==> src/rtl/iomem_router.sv <==
// Routes one picorv32-style iomem transaction at a time to one of NUM_SLAVES channels
// using base/mask decode, with a per-transaction timeout and an error status register.
module iomem_router #(
  parameter int                         NUM_SLAVES     = 4,
  parameter logic [NUM_SLAVES*32-1:0]   SLV_BASE       = {32'h0303_0000, 32'h0302_0000,
                                                          32'h0301_0000, 32'h0300_0000},
  parameter logic [NUM_SLAVES*32-1:0]   SLV_MASK       = {4{32'hFFFF_0000}},
  parameter int                         TIMEOUT_CYCLES = 256,
  parameter logic [31:0]                ERR_RDATA      = 32'hDEAD_BEEF,
  parameter logic [31:0]                STATUS_ADDR    = 32'h0400_0000
) (
  input  logic                     clk,
  input  logic                     resetn,
  input  logic                     mem_valid,
  output logic                     mem_ready,
  input  logic [31:0]              mem_addr,
  input  logic [31:0]              mem_wdata,
  input  logic [3:0]               mem_wstrb,
  output logic [31:0]              mem_rdata,
  output logic [NUM_SLAVES-1:0]    slv_valid,
  input  logic [NUM_SLAVES-1:0]    slv_ready,
  input  logic [NUM_SLAVES*32-1:0] slv_rdata,
  output logic [31:0]              slv_addr,
  output logic [31:0]              slv_wdata,
  output logic [3:0]               slv_wstrb,
  output logic                     err_irq
);

  localparam int          SELW       = (NUM_SLAVES > 1) ? $clog2(NUM_SLAVES) : 1;
  localparam logic [15:0] TIMER_LAST = 16'(TIMEOUT_CYCLES - 1);

  typedef enum logic [1:0] {
    ST_IDLE,
    ST_ACTIVE,
    ST_RESP
  } state_t;

  state_t                r_state;
  logic [SELW-1:0]       r_sel;
  logic [15:0]           r_timer;
  logic [15:0]           r_err_count;
  logic [31:0]           r_last_err_addr;
  logic [31:0]           r_mem_rdata;
  logic                  r_mem_ready;
  logic [NUM_SLAVES-1:0] r_slv_valid;

  logic                  w_hit;
  logic [SELW-1:0]       w_sel;
  logic                  w_is_status;
  logic [15:0]           w_err_count_inc;
  logic [31:0]           w_rdata_arr [NUM_SLAVES];

  for (genvar g = 0; g < NUM_SLAVES; g++) begin : g_rdata
    assign w_rdata_arr[g] = slv_rdata[32*g +: 32];
  end

  // Scan from the top index down so the lowest matching channel is the one left standing.
  always_comb begin
    w_hit = 1'b0;
    w_sel = '0;
    for (int i = NUM_SLAVES - 1; i >= 0; i--) begin
      if ((mem_addr & SLV_MASK[32*i +: 32]) == (SLV_BASE[32*i +: 32] & SLV_MASK[32*i +: 32])) begin
        w_hit = 1'b1;
        w_sel = SELW'(i);
      end
    end
  end

  assign w_is_status     = (mem_addr == STATUS_ADDR);
  assign w_err_count_inc = (r_err_count == 16'hFFFF) ? r_err_count : r_err_count + 16'd1;

  // r_mem_ready gates IDLE so the request just completed is not re-accepted while mem_valid lingers.
  always_ff @(posedge clk or negedge resetn) begin
    if (!resetn) begin
      r_state         <= ST_IDLE;
      r_sel           <= '0;
      r_timer         <= '0;
      r_err_count     <= '0;
      r_last_err_addr <= '0;
      r_mem_rdata     <= '0;
      r_mem_ready     <= 1'b0;
      r_slv_valid     <= '0;
    end else begin
      r_mem_ready <= 1'b0;
      case (r_state)
        ST_IDLE: begin
          r_timer <= '0;
          if (mem_valid && !r_mem_ready) begin
            if (w_is_status) begin
              r_state <= ST_RESP;
              if (mem_wstrb != 4'b0000) begin
                r_err_count     <= '0;
                r_last_err_addr <= '0;
                r_mem_rdata     <= '0;
              end else begin
                r_mem_rdata <= {r_last_err_addr[31:16], r_err_count};
              end
            end else if (w_hit) begin
              r_sel       <= w_sel;
              r_slv_valid <= NUM_SLAVES'(1) << w_sel;
              r_state     <= ST_ACTIVE;
            end else begin
              r_mem_rdata     <= ERR_RDATA;
              r_err_count     <= w_err_count_inc;
              r_last_err_addr <= mem_addr;
              r_state         <= ST_RESP;
            end
          end
        end

        ST_ACTIVE: begin
          if (!mem_valid) begin
            r_slv_valid <= '0;
            r_timer     <= '0;
            r_state     <= ST_IDLE;
          end else if (slv_ready[r_sel]) begin
            r_mem_rdata <= w_rdata_arr[r_sel];
            r_slv_valid <= '0;
            r_state     <= ST_RESP;
          end else if (r_timer == TIMER_LAST) begin
            r_slv_valid     <= '0;
            r_mem_rdata     <= ERR_RDATA;
            r_err_count     <= w_err_count_inc;
            r_last_err_addr <= mem_addr;
            r_state         <= ST_RESP;
          end else begin
            r_timer <= r_timer + 16'd1;
          end
        end

        ST_RESP: begin
          r_mem_ready <= 1'b1;
          r_timer     <= '0;
          r_state     <= ST_IDLE;
        end

        default: begin
          r_slv_valid <= '0;
          r_state     <= ST_IDLE;
        end
      endcase
    end
  end

  assign mem_ready = r_mem_ready;
  assign mem_rdata = r_mem_rdata;
  assign slv_valid = r_slv_valid;
  assign slv_addr  = mem_addr;
  assign slv_wdata = mem_wdata;
  assign slv_wstrb = mem_wstrb;
  assign err_irq   = (r_err_count != 16'd0);

endmodule

==> config.mk <==
export PLATFORM = sky130hd
export DESIGN_NAME = iomem_router
export DESIGN_NICKNAME = d
export VERILOG_FILES = /design/src/rtl/iomem_router.sv
export SDC_FILE = /design/constraint.sdc
export NUM_CORES = 1
export LEC_CHECK = 0
export ABC_AREA = 1
export ABC_CLOCK_PERIOD_IN_PS = 2100
export CAP_MARGIN = 20
export CORE_UTILIZATION = 25
export CTS_BUF_LIST = sky130_fd_sc_hd__clkbuf_4 sky130_fd_sc_hd__clkbuf_8 sky130_fd_sc_hd__clkbuf_16
export CTS_CLUSTER_DIAMETER = 50
export CTS_CLUSTER_SIZE = 30
export DETAILED_ROUTE_END_ITERATION = 6
export GPL_TIMING_DRIVEN = 0
export SETUP_SLACK_MARGIN = 0.4
export SLEW_MARGIN = 40
export SYNTH_ARGS = -nofsm -noshare
export SYNTH_HDL_FRONTEND = slang
export SYNTH_SLANG_ARGS = --single-unit
==> constraint.sdc <==
create_clock -name clk -period 2.1 [get_ports clk]
set_input_delay 0.42 -clock clk [delete_from_list [all_inputs] [get_ports clk]]
set_output_delay 0.42 -clock clk [all_outputs]
set_load 0.03 [all_outputs]
==> results_dict.tcl <==
set metrics [dict create \
    fin_nets 1627 \
    r2r_end "mem_rdata[28]$_DFFE_PN0P_" \
    r2r_start "r_timer[0]$_DFFE_PN0P_" \
    fmax_mhz 500 \
    yosys.cell_count.top_type "nand2_1" \
    hpwl_mm 21.8 \
    routabilityCongestion 0.931 \
    diodes 0 \
    syn_area_um2 6930 \
    dieArea_um2 28400 \
    yosysWarnings 0 \
    worstSetupPathType "reg -> out" \
    slew-limit-headroom_pct 67.0 \
    tightest_slew_ns 0.496 \
    clockBufferDepth 2 \
    seq_area_frac_synth_pct 32.1 \
    path_max_fanout 2 \
    hold_viol_final 0 \
    start_util_pct 25.6 \
    post-route-min-period_ns 2.00 \
    clock_latency_ns 0.36 \
    drtAntennaViolNets 0 \
    max-cap-violations 0 \
    hold_slack_ns 0.00974 \
    cp.arrival_ns 1.58 \
    drc_errors 0 \
    synth-seq-cells 89 \
    synth_edf_count 0 \
    core_um2 27100 \
    finalMaxSlewViolations 0 \
    power_density_nw_per_um2 771 \
    die_h_um 168 \
    cp-end-kind "output pin" \
    synth_area_leader_cell "dfrtp_1" \
    num_rows 60 \
    synthTopCellsByArea "dfrtp_1 32%, nand2_1 21%, buf_4 8.3%" \
    synth_cell_types 40 \
    post-route-period-util_pct 95.3 \
    finalSetupTns_ns 0 \
    synthFlopType "dfrtp_1" \
    area_growth_pct 70.0 \
    cts.sinks 89 \
    cts.reportedPaths.clkPinSlew_ns 0.06 \
    wl_per_cell_um 16.1 \
    ios 309 \
    cts_made_buffers 9 \
    h-tree-depth 3 \
    r2r_slack_ns 0.31 \
    portBuffers 276 \
    avgSynthCellArea_um2 6.43 \
    rsz0062_at_grt "yes" \
    ir_drop_v 0.000499 \
    drt_iter0_markers 361 \
    synth.top_cell.area_share_pct 32.1 \
    setup_viol 0 \
    cts_hold_buf 0 \
    overflow 0 \
    fin_util_pct 43.5 \
    grt_pass1_wl_mm 43.1 \
    status "finished clean" \
    drive_above_1_share_pct 29.4 \
    fin_skew_ns 0.0112 \
    antenna_found_initial 0 \
    mappedNetlistNets 1283 \
    async_reset_ff_share_pct 100 \
    leakagePower_nw 5.53 \
    grt_max_degree 51 \
    vias_per_cell 4.68 \
    drtPass1Iterations 4 \
    hold_path.class "in -> async" \
    tritoncts "done" \
    cts_root_buf "clkbuf_16" \
    crit_start "r_err_count[0]$_DFFE_PN0P_" \
    grtUsageTotal_pct 19.4 \
    grt_pass1_vias 7958 \
    crit_path_start_kind "flip-flop" \
    wl_mm 28.9 \
    synthTopCellsByCount "395 x nand2_1, 95 x nor2_1, 89 x dfrtp_1, 77 x buf_4, 63 x a21oi_1" \
    cp.required_ns 1.68 \
    vias 8423 \
    reg2regPathDepth 11 \
    synth_cells 1077 \
    die_w_um 168 \
]
## cells by family after synthesis
logic type | count (synthesis) | share of synthesized area, %
AND/OR/NAND/NOR | 595 | 36.2
AO/OA/AOI/OAI | 194 | 15.3
buffers and inverters | 187 | 14.7
flip-flops | 89 | 32.1
XOR/XNOR | 9 | 1.14
adder cells (fa/ha/maj) | 3 | 0.542
## layout by cell type (no fill, tap or decap), types with 12 or more instances in the layout
cell type | synthesis | final
o21ai_0 | 59 | 44
buf_2 | 12 | 16
inv_1 | 53 | 46
nand2_4 | 1 | 27
nor2_1 | 95 | 82
clkbuf_2 | 3 | 13
nand2_2 | 7 | 84
clkdlybuf4s50_1 | 0 | 167
buf_4 | 77 | 110
inv_2 | 10 | 12
nand4_1 | 18 | 18
dfrtp_1 | 89 | 85
nand3_1 | 47 | 43
dlygate4sd2_1 | 0 | 75
a21oi_1 | 63 | 62
a22oi_1 | 24 | 22
nor2_4 | 6 | 16
o21ai_2 | 0 | 18
o21ai_1 | 35 | 30
nand2_1 | 395 | 291
buf_6 | 1 | 32
## stage by stage
stage | instance area (um^2) | worst slack (ns) | std cells | total power [W]
after CTS | 11100 | 0.0519 | 1778 | 0.00836
after global placement | 10200 | -2.84 | 1725 | 0.00636
after global routing | 11800 | 0.0440 | 1798 | 0.00959
after detailed placement | 10200 | -0.622 | 1726 | 0.00641
after floorplan | 6930 | 0.437 | 1077 | 0.00473
final | 11800 | 0.0994 | 1798 | 0.00908
## routing by layer
metal  routed length (um)  vias up  part of all wire, %  global-route usage [%]
li1                     -     4120                    -                       -
met1                12800     3938                   44                    25.5
met2                13500      321                   47                    32.1
met3                 1830       44                  6.3                    3.30
met4                  710        0                  2.5                    6.96
met5                    0        -                    0                       0
## report_power, final
group,switching (W),internal [W],total [W]
Combinational,0.00281,0.00211,0.00492
Clock,0.000708,0.000825,0.00153
Sequential,0.000437,0.00219,0.00263
## layout make-up
| class | instances | area (um^2) |
|---|---|---|
| plain buffers | 122 | 972 |
| clock buffers | 11 | 240 |
| clock inverters | 5 | 32.5 |
| fillers | 2784 | 15300 |
| inverters | 65 | 264 |
| multi-input cells | 801 | 4400 |
| flip-flops and latches | 89 | 2230 |
| well taps | 372 | 465 |
| repair buffers | 333 | 3180 |
## sequential cells by signal, summed over array words and instances (netlist names)
register / count
r_err_count: 16
r_timer: 16
mem_rdata: 32
r_state: 2
r_sel: 2
r_last_err_addr: 16
slv_valid: 4
mem_ready: 1
## critical path, stage by stage (launching register included)
cell	delay, ns
dfrtp_2	0.42
inv_2	0.07
ha_4	0.12
nand4_1	0.11
nor4_2	0.17
nand3_1	0.16
buf_6	0.17
## how the worst max path moves through the flow
stage	to	depth (start not counted)
2_1_floorplan	r_timer[5]$_DFFE_PN0P_	12
3_3_place_gp	mem_rdata[1]$_DFFE_PN0P_	1
3_5_place_dp	mem_rdata[29]$_DFFE_PN0P_	9
4_1_cts	err_irq	6
5_1_grt	err_irq	6
6_report	err_irq	6
## timing repair
action                                  CTS  global route
pin swaps                                50            55
setup buffers                            31            13
cloned                                    5             7
endpoints found under the setup margin  161            91
gates resized for setup                 333           200
No activity file was read; power rests on OpenSTA's default activity.
